[src/rtl/tpu_mac_dot_sequencer.sv]
// Operand FIFO + dot-product sequencer for the MAC unit; first issue 2 cycles after command, one MAC op in flight.
// op_ready drops when the FIFO is full, dot_valid holds until dot_ready; TPU_DOTSEQ_TIMEOUT_EN adds a WAIT watchdog.
module tpu_mac_dot_sequencer #(
  parameter int DEPTH   = 8,
  parameter int LEN_W   = 8,
  parameter int TIMEOUT = 255
) (
  input  logic             clk,
  input  logic             rst_n,
  input  logic             cmd_valid,
  output logic             cmd_ready,
  input  logic [LEN_W-1:0] cmd_len,
  input  logic [2:0]       cmd_dtype,
  input  logic [31:0]      cmd_bias,
  input  logic             op_valid,
  output logic             op_ready,
  input  logic [15:0]      op_a,
  input  logic [15:0]      op_b,
  output logic             mac_enable,
  output logic [2:0]       mac_data_type,
  output logic [15:0]      mac_a_data,
  output logic [15:0]      mac_b_data,
  output logic [31:0]      mac_c_data,
  output logic             mac_valid_in,
  input  logic [31:0]      mac_result,
  input  logic             mac_valid_out,
  input  logic             mac_ready,
  output logic             dot_valid,
  input  logic             dot_ready,
  output logic [31:0]      dot_result,
  output logic             dot_err,
  output logic             busy
);
  localparam int AW = $clog2(DEPTH);

  typedef struct packed {
    logic [15:0] a;
    logic [15:0] b;
  } op_pair_t;

  typedef enum logic [1:0] {IDLE, ISSUE, WAIT, DONE} state_t;

  state_t           state_q, state_d;
  op_pair_t         fifo_mem [DEPTH];
  op_pair_t         head;
  logic [AW:0]      wr_ptr, rd_ptr;
  logic             fifo_full, fifo_empty, push, pop;
  logic [31:0]      acc;
  logic [LEN_W-1:0] remaining;
  logic             issue_go, cmd_fire, result_fire, last_elem, timeout_hit;

  // Extra pointer bit distinguishes full from empty when the indices match.
  assign fifo_empty = (wr_ptr == rd_ptr);
  assign fifo_full  = (wr_ptr[AW] != rd_ptr[AW]) && (wr_ptr[AW-1:0] == rd_ptr[AW-1:0]);
  assign push       = op_valid && !fifo_full;
  assign head       = fifo_mem[rd_ptr[AW-1:0]];

  assign cmd_fire    = (state_q == IDLE) && cmd_valid;
  assign issue_go    = (state_q == ISSUE) && !fifo_empty && mac_ready;
  assign pop         = issue_go;
  assign result_fire = (state_q == WAIT) && mac_valid_out;
  assign last_elem   = (remaining == LEN_W'(1));

`ifdef TPU_DOTSEQ_TIMEOUT_EN
  localparam int TW = $clog2(TIMEOUT + 1);
  logic [TW-1:0] wd_cnt;
  logic          err_q;

  assign timeout_hit = (state_q == WAIT) && !mac_valid_out && (wd_cnt == TW'(TIMEOUT - 1));
  assign dot_err     = err_q;

  always_ff @(posedge clk or negedge rst_n) begin
    if (!rst_n) begin
      wd_cnt <= '0;
      err_q  <= 1'b0;
    end else begin
      if (issue_go)
        wd_cnt <= '0;
      else if (state_q == WAIT && !timeout_hit)
        wd_cnt <= wd_cnt + TW'(1);
      if (cmd_fire)
        err_q <= 1'b0;
      else if (timeout_hit)
        err_q <= 1'b1;
    end
  end
`else
  logic unused_timeout;
  assign unused_timeout = ^TIMEOUT;
  assign timeout_hit    = 1'b0;
  assign dot_err        = 1'b0;
`endif

  always_ff @(posedge clk or negedge rst_n) begin
    if (!rst_n) state_q <= IDLE;
    else        state_q <= state_d;
  end

  always_comb begin
    state_d   = state_q;
    cmd_ready = 1'b0;
    dot_valid = 1'b0;
    busy      = (state_q != IDLE);
    op_ready  = !fifo_full;
    case (state_q)
      IDLE: begin
        cmd_ready = 1'b1;
        if (cmd_valid) state_d = (cmd_len == '0) ? DONE : ISSUE;
      end
      ISSUE: if (issue_go) state_d = WAIT;
      WAIT: begin
        if (mac_valid_out)    state_d = last_elem ? DONE : ISSUE;
        else if (timeout_hit) state_d = DONE;
      end
      DONE: begin
        dot_valid = 1'b1;
        if (dot_ready) state_d = IDLE;
      end
      default: state_d = IDLE;
    endcase
  end

  // Storage has no reset; the pointers define which entries are live.
  always_ff @(posedge clk) begin
    if (push) fifo_mem[wr_ptr[AW-1:0]] <= op_pair_t'{a: op_a, b: op_b};
  end

  always_ff @(posedge clk or negedge rst_n) begin
    if (!rst_n) begin
      wr_ptr        <= '0;
      rd_ptr        <= '0;
      mac_enable    <= 1'b0;
      mac_valid_in  <= 1'b0;
      mac_data_type <= '0;
      mac_a_data    <= '0;
      mac_b_data    <= '0;
      mac_c_data    <= '0;
      acc           <= '0;
      remaining     <= '0;
    end else begin
      mac_enable   <= 1'b1;
      mac_valid_in <= issue_go;
      if (push) wr_ptr <= wr_ptr + (AW+1)'(1);
      if (pop)  rd_ptr <= rd_ptr + (AW+1)'(1);
      if (cmd_fire) begin
        mac_data_type <= cmd_dtype;
        acc           <= cmd_bias;
        remaining     <= cmd_len;
      end
      if (issue_go) begin
        mac_a_data <= head.a;
        mac_b_data <= head.b;
        mac_c_data <= acc;
      end
      if (result_fire) begin
        acc       <= mac_result;
        remaining <= remaining - LEN_W'(1);
      end
    end
  end

  assign dot_result = acc;

endmodule
[config.mk]
export PLATFORM = sky130hd
export DESIGN_NAME = tpu_mac_dot_sequencer
export DESIGN_NICKNAME = d
export VERILOG_FILES = /design/src/rtl/tpu_mac_dot_sequencer.sv
export SDC_FILE = /design/constraint.sdc
export NUM_CORES = 1
export LEC_CHECK = 0
export ABC_AREA = 1
export CORE_MARGIN = 4
export CORE_UTILIZATION = 50
export DETAILED_ROUTE_END_ITERATION = 8
export PLACE_DENSITY_LB_ADDON = 0.3
export SLEW_MARGIN = 40
export SYNTH_ARGS = -nofsm -noshare
export SYNTH_HDL_FRONTEND = slang
export SYNTH_SLANG_ARGS = --single-unit
export TNS_END_PERCENT = 100
[constraint.sdc]
create_clock -name clk -period 5.7 [get_ports clk]
set_input_delay 1.14 -clock clk [delete_from_list [all_inputs] [get_ports clk]]
set_output_delay 1.14 -clock clk [all_outputs]
set_load 0.005 [all_outputs]
==> impl_metrics.csv, run 1 <==
group,metric,value,unit
clock_network,htreeDepth,2,
sta,maxSlewHeadroom,0.450,
setup_path,cp_common_cell,"nand2_1",
place,dpl.hpwl,21800,µm
sta,max_freq,238,MHz
floorplan,core,0.0296,mm²
drt,ant_nets,0,
setup_path,arrival,3.07,ns
yosys,ys_seq_elements,375,
clock_network,path_clk_slew,0.06,ns
sta,fin_crit,4.21,ns
drt,avgRoutedWirePerCell,18.5,µm
drt,dr.max_layer_used,"met5",
yosys,netlist_instances,1332,
floorplan,row_count,63,
yosys,synth_warnings,0,
setup_path,slowest_delay,0.71,ns
clock_network,cts_tree,"done",
place,placed_area,0.0175,mm²
pwr,vdd_drop_max,0.302,mV
place,portBuffers,218,
floorplan,dieArea,0.0329,mm²
setup_path,critPathLaunchType,"register",
setup_path,required,4.56,ns
floorplan,ios,220,
clock_network,clk_latency,0.52,ns
yosys,synth_cell_types,30,
setup_path,critPathCaptureType,"output pin",
global_route,grt_max_degree,101,
global_route,antenna_found_initial,3,
global_route,grt_pass1_vias,10300,
setup_path,cp_cell_sequence,"clkinv_2, nand2_1, nand2_1, nor2_2, nand4_1, clkdlybuf4s50_1",
yosys,synth_nets,1450,
yosys,synthFlopType,"edfxtp_1",
setup_path,cp_max_fo,55,
drt,drt_iter0_drc,767,
sta,skew,0.0198,ns
setup_path,cp-startpoint,"rd_ptr[0]",
yosys,ys_seq_area_frac,0.711,
finish,drive_gt1_frac,0.0665,
drt,remaining_drc_errors,0,
finish,fin_cells,1956,
clock_network,cts_made_buffers,40,
run_status,status,"finished clean",
hold_path,hold_start,"mac_b_data[13]",
global_route,grt_use_total,0.211,
pwr,cellLeakagePower,7.29,nW
sta,finalCritPeriodShare,0.738,
clock_network,root_buffer,"clkbuf_16",
setup_path,critical_path_class,"register to output pin",
sta,fin_tns_setup,0,ns
pwr,power_density,521,mW/mm²
clock_network,ctsHoldBuffers,0,
place,gp_congestion,0.839,
yosys,syn_area,0.0150,mm²
yosys,synth_enable_flop_cells,256,
yosys,syn_avg_cell_area,11.3,µm²
hold_path,min_path_type,"register to register",
global_route,grt_overflow,0,
setup_path,cp_slowest_cell,"clkinv_2",
drt,vias_per_cell,5.37,
drt,wl_met3,2550,µm
finish,fin_nets,1652,
floorplan,die_y,181,µm
floorplan,initial_core_util,0.506,
sta,slew_violations,0,
clock_network,post_cts_buffers,0,
floorplan,die_w,181,µm
sta,tightestPinTransition,0.826,ns
clock_network,clockBufferDepth,3,
sta,finalHoldViolCount,0,
place,placedCellCount,1881,
finish,syn_to_final_growth,25.6,%
setup_path,r2r_start,"rd_ptr[0]",
clock_network,clkSinkCount,375,
flow_run,cap_violations,0,
drt,met1_length,14900,µm
clock_network,ctsResizeCount,0,
sta,rsz0062_at_grt,"no",
sta,setup_viol,0,
drt,dr.pass1.iters,5,
pwr,power.total,0.00981,W
drt,wl,36200,µm
drt,wl_met2,18000,µm
drt,via_count,10500,
finish,finalInstanceArea,0.0188,mm²
global_route,grt_pass1_wl,55600,µm
yosys,async_flop_share,0.317,
synthesized netlist by cell type (all sizes together), types with 2 or more instances:
master	count	area, µm²
nor2	157	604
xor2	5	43.8
o22ai	34	213
o221ai	2	17.5
clkbuf	35	134
or2	2	12.5
o211ai	32	240
o21ai	137	686
nand4	2	12.5
nand2	319	1210
nand3	118	591
buf	41	241
ha	4	50.1
conb	2	7.51
inv	62	233
edfxtp	256	7690
dfrtp	119	2980
mux2	3	33.8
kinds of logic after synthesis:
kind of cell,share of synthesized area
and+or+nand+nor,0.163
adders and majority gates,0.00333
xor gates and xnor gates,0.00292
other,0.000500
buffers and inverters,0.0405
muxes,0.00225
AOI/OAI and AO/OA,0.0774
DFF,0.711
critical path: cells and delay by family, from the launching register on:
kind | cells | cell delay, ns
buffers and inverters | 2 | 1.26
and+or+nand+nor | 4 | 0.64
DFF | 1 | 0.63
worst paths after layout:
check                      slack (ns)        endpoint  cells past startpoint
setup / recovery                 1.49        op_ready                      6
hold / removal                   0.48  mac_b_data[13]                      2
setup reg to reg                 2.38      state_q[1]                     10
hold reg to reg                  0.48  mac_b_data[13]                      2
max in group asynchronous        3.84   mac_c_data[9]                      2
min in group asynchronous        0.64  dot_result[15]                      1
state kept, by name, summed over array words and instances (netlist names):
register       flops
wr_ptr             4
state_q            2
mac_valid_in       1
remaining          8
mac_a_data        16
mac_data_type      3
mac_c_data        32
rd_ptr             4
mac_enable         1
dot_result        32
mac_b_data        16
fifo_mem         256
cell usage in the layout, fill, tap and decap left out:
| master | n |
|---|---|
| diode_2 | 2 |
| xor2_1 | 5 |
| buf_6 | 2 |
| o211ai_1 | 32 |
| inv_2 | 8 |
| ha_1 | 4 |
| inv_6 | 1 |
| o221ai_1 | 2 |
| a21oi_1 | 1 |
| nor2_4 | 10 |
| clkbuf_1 | 12 |
| clkinv_2 | 5 |
| conb_1 | 2 |
| o21ai_1 | 7 |
| buf_4 | 11 |
| nand2_2 | 3 |
| bufinv_16 | 4 |
| dfrtp_4 | 1 |
| clkbuf_16 | 40 |
| nand2_1 | 314 |
| mux2_2 | 3 |
| clkinv_1 | 7 |
| clkbuf_8 | 3 |
| buf_8 | 6 |
| nor2_2 | 2 |
| nor3_1 | 1 |
| nand2_4 | 2 |
| or2_2 | 2 |
| clkinv_8 | 1 |
| nor2_1 | 145 |
| clkdlybuf4s50_1 | 217 |
| inv_1 | 53 |
| nand4_1 | 2 |
| nand3_1 | 118 |
| dfrtp_1 | 118 |
| edfxtp_1 | 256 |
| o21ai_0 | 130 |
| o22ai_1 | 34 |
cell type report:
class / instances / area, µm²
repair buffers: 236 / 2370
multi-input cells: 819 / 3810
well taps: 390 / 488
clock buffers: 55 / 1090
diodes: 2 / 5.00
flip-flops and latches: 375 / 10700
inverters: 62 / 234
clock inverters: 17 / 191
fillers: 2273 / 10800
power breakdown:
group	leakage [nW]	switching, W	internal, W
sequential	3.80	0.000327	0.00361
combinational	2.86	0.00198	0.00138
clock	0.623	0.000995	0.00152
stage by stage:
stage	worst slack, ns	hold WS, ns	util
finish	1.49	0.477	0.636
global route	1.27	0.497	0.636
CTS	1.47	0.481	0.635
detailed placement	2.02	0.464	0.592
global placement	2.04	0.465	0.589
floorplan	2.63	0.459	-
metal layers:
layer,vias up,global-route usage
li1,4992,-
met1,5073,0.272
met2,379,0.367
met3,55,0.0415
met4,2,0.0606
met5,-,0
Note: power is estimated with default switching activity, not from simulation.
==> run 2, diff against run 1 <==
clock period = 3.9 ns   (was 5.7 ns; I/O delays follow)
==> impl_metrics.csv, run 2 (same netlist as run 1, synthesis figures left out) <==
group,metric,value,unit
clock_network,post_cts_buffers,0,
sta,fin_tns_setup,0,ns
floorplan,die_y,181,µm
pwr,power_switching,0.00481,W
sta,setup_viol,0,
drt,vias_per_cell,5.38,
finish,layout_commonest_cell,"nand2_1",
pwr,power_frac_clock,0.257,
finish,syn_to_final_growth,25.8,%
drt,ant_nets,0,
setup_path,cp_max_fo,35,
drt,remaining_drc_errors,0,
clock_network,root_buffer,"clkbuf_16",
setup_path,required,3.12,ns
sta,slew_violations,0,
finish,largest_reg_flops,256,
place,gp_congestion,0.867,
pwr,p_comb_frac,0.340,
pwr,cellLeakagePower,7.32,nW
setup_path,critPathLaunchType,"register",
finish,num_antenna_cells,0,
floorplan,row_count,63,
finish,fin_nets,1654,
global_route,grt_use_total,0.213,
drt,wl,35500,µm
place,portBuffers,218,
drt,dr.pass1.iters,5,
floorplan,ios,220,
finish,fillers,2303,
finish,final_util,0.637,
floorplan,dieArea,0.0329,mm²
flow_run,cap_violations,0,
global_route,grt_pass1_wl,56700,µm
place,dpl.hpwl,21600,µm
drt,drt_iter0_drc,807,
setup_path,critical_path_class,"register to output pin",
clock_network,clk_latency,0.52,ns
setup_path,reg2reg_setup_slack,1.07,ns
hold_path,min_path_type,"input pin to asynchronous set/reset pin",
global_route,grt_pass1_vias,10600,
clock_network,htreeDepth,2,
finish,drive_gt1_frac,0.0702,
floorplan,die_w,181,µm
sta,rsz0062_at_grt,"no",
drt,via_count,10500,
clock_network,ctsResizeCount,0,
global_route,antenna_found_initial,0,
finish,most-common-layout-cells,"314 x nand2_1, 256 x edfxtp_1, 217 x clkdlybuf4s50_1",
global_route,grt_max_degree,99,
sta,skew,0.0181,ns
clock_network,cts_tree,"done",
floorplan,core,0.0296,mm²
sta,finalCritPeriodShare,0.833,
sta,fin_crit,3.25,ns
clock_network,path_clk_slew,0.06,ns
setup_path,ff2ff_path_depth,6,
pwr,vdd_drop_max,0.485,mV
pwr,pwr-share-seq,0.402,
clock_network,clockBufferDepth,3,
pwr,swShare,0.335,
pwr,power_density,759,mW/mm²
setup_path,arrival,2.47,ns
sta,maxSlewHeadroom,0.473,
clock_network,ctsHoldBuffers,0,
pwr,p_int,0.00953,W
setup_path,r2r_start,"rd_ptr[2]",
drt,avgRoutedWirePerCell,18.2,µm
clock_network,cts_made_buffers,39,
run_status,status,"finished clean",
floorplan,initial_core_util,0.506,
sta,tightestPinTransition,0.791,ns
sta,max_freq,308,MHz
global_route,grt_overflow,0,
clock_network,clkSinkCount,375,
sta,finalHoldViolCount,0,
setup_path,reg2reg_to,"fifo_mem[4][7]",
setup_path,critPathCaptureType,"output pin",
run 2: cell types whose count changed in the layout (fill, tap and decap cells not counted), moves of 3 or more:
cell and change:
buf_8 -6, clkbuf_8 +4, buf_12 +4, clkinv_1 -3
buf_4 +5
run 2: area by class of cell:
| cell class | instances | area (µm²) | area share |
|---|---|---|---|
| inverters | 62 | 235 | 0.0125 |
| well taps | 390 | 488 | 0.0258 |
| multi-input cells | 819 | 3800 | 0.201 |
| clock inverters | 14 | 164 | 0.00868 |
| flip-flops and latches | 375 | 10700 | 0.565 |
| repair buffers | 239 | 2390 | 0.127 |
| clock buffers | 58 | 1140 | 0.0603 |
run 2: worst max-delay path by stage:
stage / from / depth (start not counted) / slack, ns / end
after floorplan: rd_ptr[1] / 8 / 1.00 / fifo_mem[2][0]
after global placement: rd_ptr[2] / 6 / 1.08 / fifo_mem[4][12]
after detailed placement: rd_ptr[2] / 6 / 1.02 / fifo_mem[4][12]
after CTS: rd_ptr[2] / 4 / 0.61 / op_ready
after global routing: rd_ptr[2] / 4 / 0.54 / op_ready
final: rd_ptr[2] / 4 / 0.65 / op_ready
run 2: critical path, cell delays in order (launching register included):
cell,delay (ns)
dfrtp_1,0.41
inv_2,0.55
nand2_1,0.15
nand4_1,0.26
clkdlybuf4s50_1,0.58
run 2: stage by stage:
stage	power [W]	setup WS [ns]	hold slack, ns	std cells	cell area [µm²]
3_3_place_gp	0.0106	1.08	0.464	1885	17600
5_1_grt	0.0153	0.535	0.325	1957	18900
4_1_cts	0.0145	0.611	0.303	1957	18900
6_report	0.0143	0.652	0.282	1957	18900
2_1_floorplan	0.00855	1.00	0.459	1332	15000
3_5_place_dp	0.0107	1.02	0.465	1885	17600
run 2: routing by layer:
| layer | GRT usage | vias up | routed length [µm] |
|---|---|---|---|
| li1 | - | 4999 | - |
| met1 | 0.283 | 5073 | 14600 |
| met2 | 0.362 | 394 | 17500 |
| met3 | 0.0425 | 56 | 2610 |
| met4 | 0.0603 | 0 | 781 |
| met5 | 0 | - | 0 |
run 2: power by group through the flow:
| stage | clock network, W | registers, W | logic, W |
|---|---|---|---|
| 2_1_floorplan | 0 | 0.00575 | 0.00279 |
| 3_3_place_gp | 0 | 0.00580 | 0.00482 |
| 3_5_place_dp | 0 | 0.00584 | 0.00491 |
| 4_1_cts | 0.00376 | 0.00577 | 0.00495 |
| 5_1_grt | 0.00395 | 0.00587 | 0.00544 |
| 6_report | 0.00369 | 0.00577 | 0.00488 |
==> run 3, diff against run 2 <==
CORE_UTILIZATION = 49   (was 50)
clock period = 2.7 ns   (was 3.9 ns; I/O delays follow)
==> impl_metrics.csv, run 3 (same netlist as run 1, synthesis figures left out) <==
group,metric,value,unit
drt,via_count,10700,
sta,skew,0.0181,ns
sta,maxSlewHeadroom,0.466,
clock_network,clockBufferDepth,3,
global_route,grt_use_total,0.216,
floorplan,die_w,183,µm
floorplan,row_count,63,
setup_path,critPathLaunchType,"register",
floorplan,core,0.0300,mm²
flow_run,cap_violations,0,
global_route,grt_overflow,0,
sta,fin_crit,2.53,ns
sta,setup_slack,0.171,ns
floorplan,die_y,183,µm
floorplan,dieArea,0.0335,mm²
global_route,grtUsageMet1,0.297,
hold_path,hold_start,"mac_b_data[7]",
place,pre_cts_ws,0.331,ns
finish,largest_reg_flops,256,
pwr,cellLeakagePower,7.39,nW
sta,tightestPinTransition,0.800,ns
sta,setup_viol,0,
hold_path,hold_depth,2,
setup_path,cp_max_fo,9,
drt,drt_iter0_drc,813,
clock_network,cts_made_buffers,38,
hold_path,min_path_type,"register to register",
drt,ant_nets,0,
setup_path,reg2reg_to,"fifo_mem[4][21]",
sta,max_freq,395,MHz
finish,fin_nets,1670,
place,portBuffers,218,
floorplan,ios,220,
pwr,power_density,1090,mW/mm²
finish,layout_commonest_cell,"nand2_1",
finish,num_antenna_cells,0,
finish,fillers,2331,
setup_path,arrival,1.99,ns
clock_network,cts_tree,"done",
sta,slew_violations,0,
drt,avgRoutedWirePerCell,18.7,µm
setup_path,reg2reg_setup_slack,0.50,ns
hold_path,min_to,"mac_b_data[7]",
run_status,status,"finished clean",
global_route,grt-busiest-layer,"met2",
clock_network,clkSinkCount,375,
clock_network,root_buffer,"clkbuf_16",
sta,rsz0062_at_grt,"no",
setup_path,cp-startpoint,"wr_ptr[1]",
sta,finalHoldViolCount,0,
finish,most-common-layout-cells,"314 x nand2_1, 256 x edfxtp_1, 217 x clkdlybuf4s50_1",
setup_path,critPathCaptureType,"output pin",
floorplan,initial_core_util,0.501,
sta,fin_tns_setup,0,ns
finish,multiInputGateArea,0.00380,mm²
place,dpl.hpwl,23300,µm
global_route,antenna_found_initial,0,
setup_path,r2r_start,"wr_ptr[1]",
drt,vias_per_cell,5.44,
drt,remaining_drc_errors,0,
sta,finalCritPeriodShare,0.937,
setup_path,ff2ff_path_depth,9,
pwr,vdd_drop_max,0.987,mV
setup_path,critical_path_class,"register to output pin",
place,gp_congestion,0.883,
finish,regArea,0.0107,mm²
clock_network,clk_latency,0.52,ns
finish,syn_to_final_growth,26.4,%
global_route,met3_usage,0.0367,
drt,dr.pass1.iters,5,
global_route,grt_pass1_wl,57800,µm
global_route,grt_max_degree,131,
clock_network,htreeDepth,2,
setup_path,required,2.16,ns
global_route,grt_use_met2,0.350,
global_route,grt_pass1_vias,10700,
drt,wl,36900,µm
finish,drive_gt1_frac,0.0829,
clock_network,path_clk_slew,0.06,ns
## run 3: area by class of cell
cell class                      count  share of cell area
Multi-Input combinational cell    819               0.200
Tap cell                          390              0.0257
Timing Repair Buffer              256               0.134
Clock inverter                     18             0.00871
Inverter                           62              0.0123
Clock buffer                       50              0.0563
Sequential cell                   375               0.562
## run 3: worst max path at each step
stage / end / slack [ns] / cells past startpoint
finish: op_ready / 0.17 / 6
global route: op_ready / 0.04 / 6
CTS: op_ready / 0.05 / 6
detailed placement: fifo_mem[4][16] / 0.33 / 4
global placement: fifo_mem[6][25] / 0.35 / 4
floorplan: fifo_mem[2][0] / -0.20 / 8
## run 3: metrics by stage
| step | area [µm²] | hold WS (ns) | total power [W] | util | std cells |
|---|---|---|---|---|---|
| after floorplan | 15000 | 0.244 | 0.0123 | - | 1332 |
| after global placement | 17700 | 0.464 | 0.0155 | 0.591 | 1900 |
| after detailed placement | 17700 | 0.464 | 0.0157 | 0.592 | 1900 |
| after CTS | 19000 | 0.481 | 0.0209 | 0.633 | 1970 |
| after global routing | 19000 | 0.499 | 0.0220 | 0.633 | 1970 |
| final | 19000 | 0.477 | 0.0207 | 0.633 | 1970 |
## run 3: worst max-delay path: stages (launching register included)
cell             delay (ns)
dfrtp_2                0.45
inv_2                  0.06
nand2_1                0.06
nand2_1                0.07
nor2_2                 0.12
nand4_1                0.17
clkdlybuf4s50_1        0.52
## run 3: report_power, final
group | leakage (nW) | switching, W | internal, W
clock | 0.608 | 0.00215 | 0.00299
sequential | 3.80 | 0.000648 | 0.00761
combinational | 2.98 | 0.00427 | 0.00306
## run 3: layer usage
layer / vias to the layer above / routed length, µm
li1: 5020 / -
met1: 5169 / 15400
met2: 453 / 17400
met3: 78 / 2860
met4: 0 / 1230
met5: - / 0
## run 3: what timing repair did
item                                    CTS  global route
gates resized for setup                   0             2
endpoints found under the setup margin    1             1
gates cloned                              0             0
setup buffers                             1             0
hold buffers                              1             0
hold endpoints to repair                 30             0
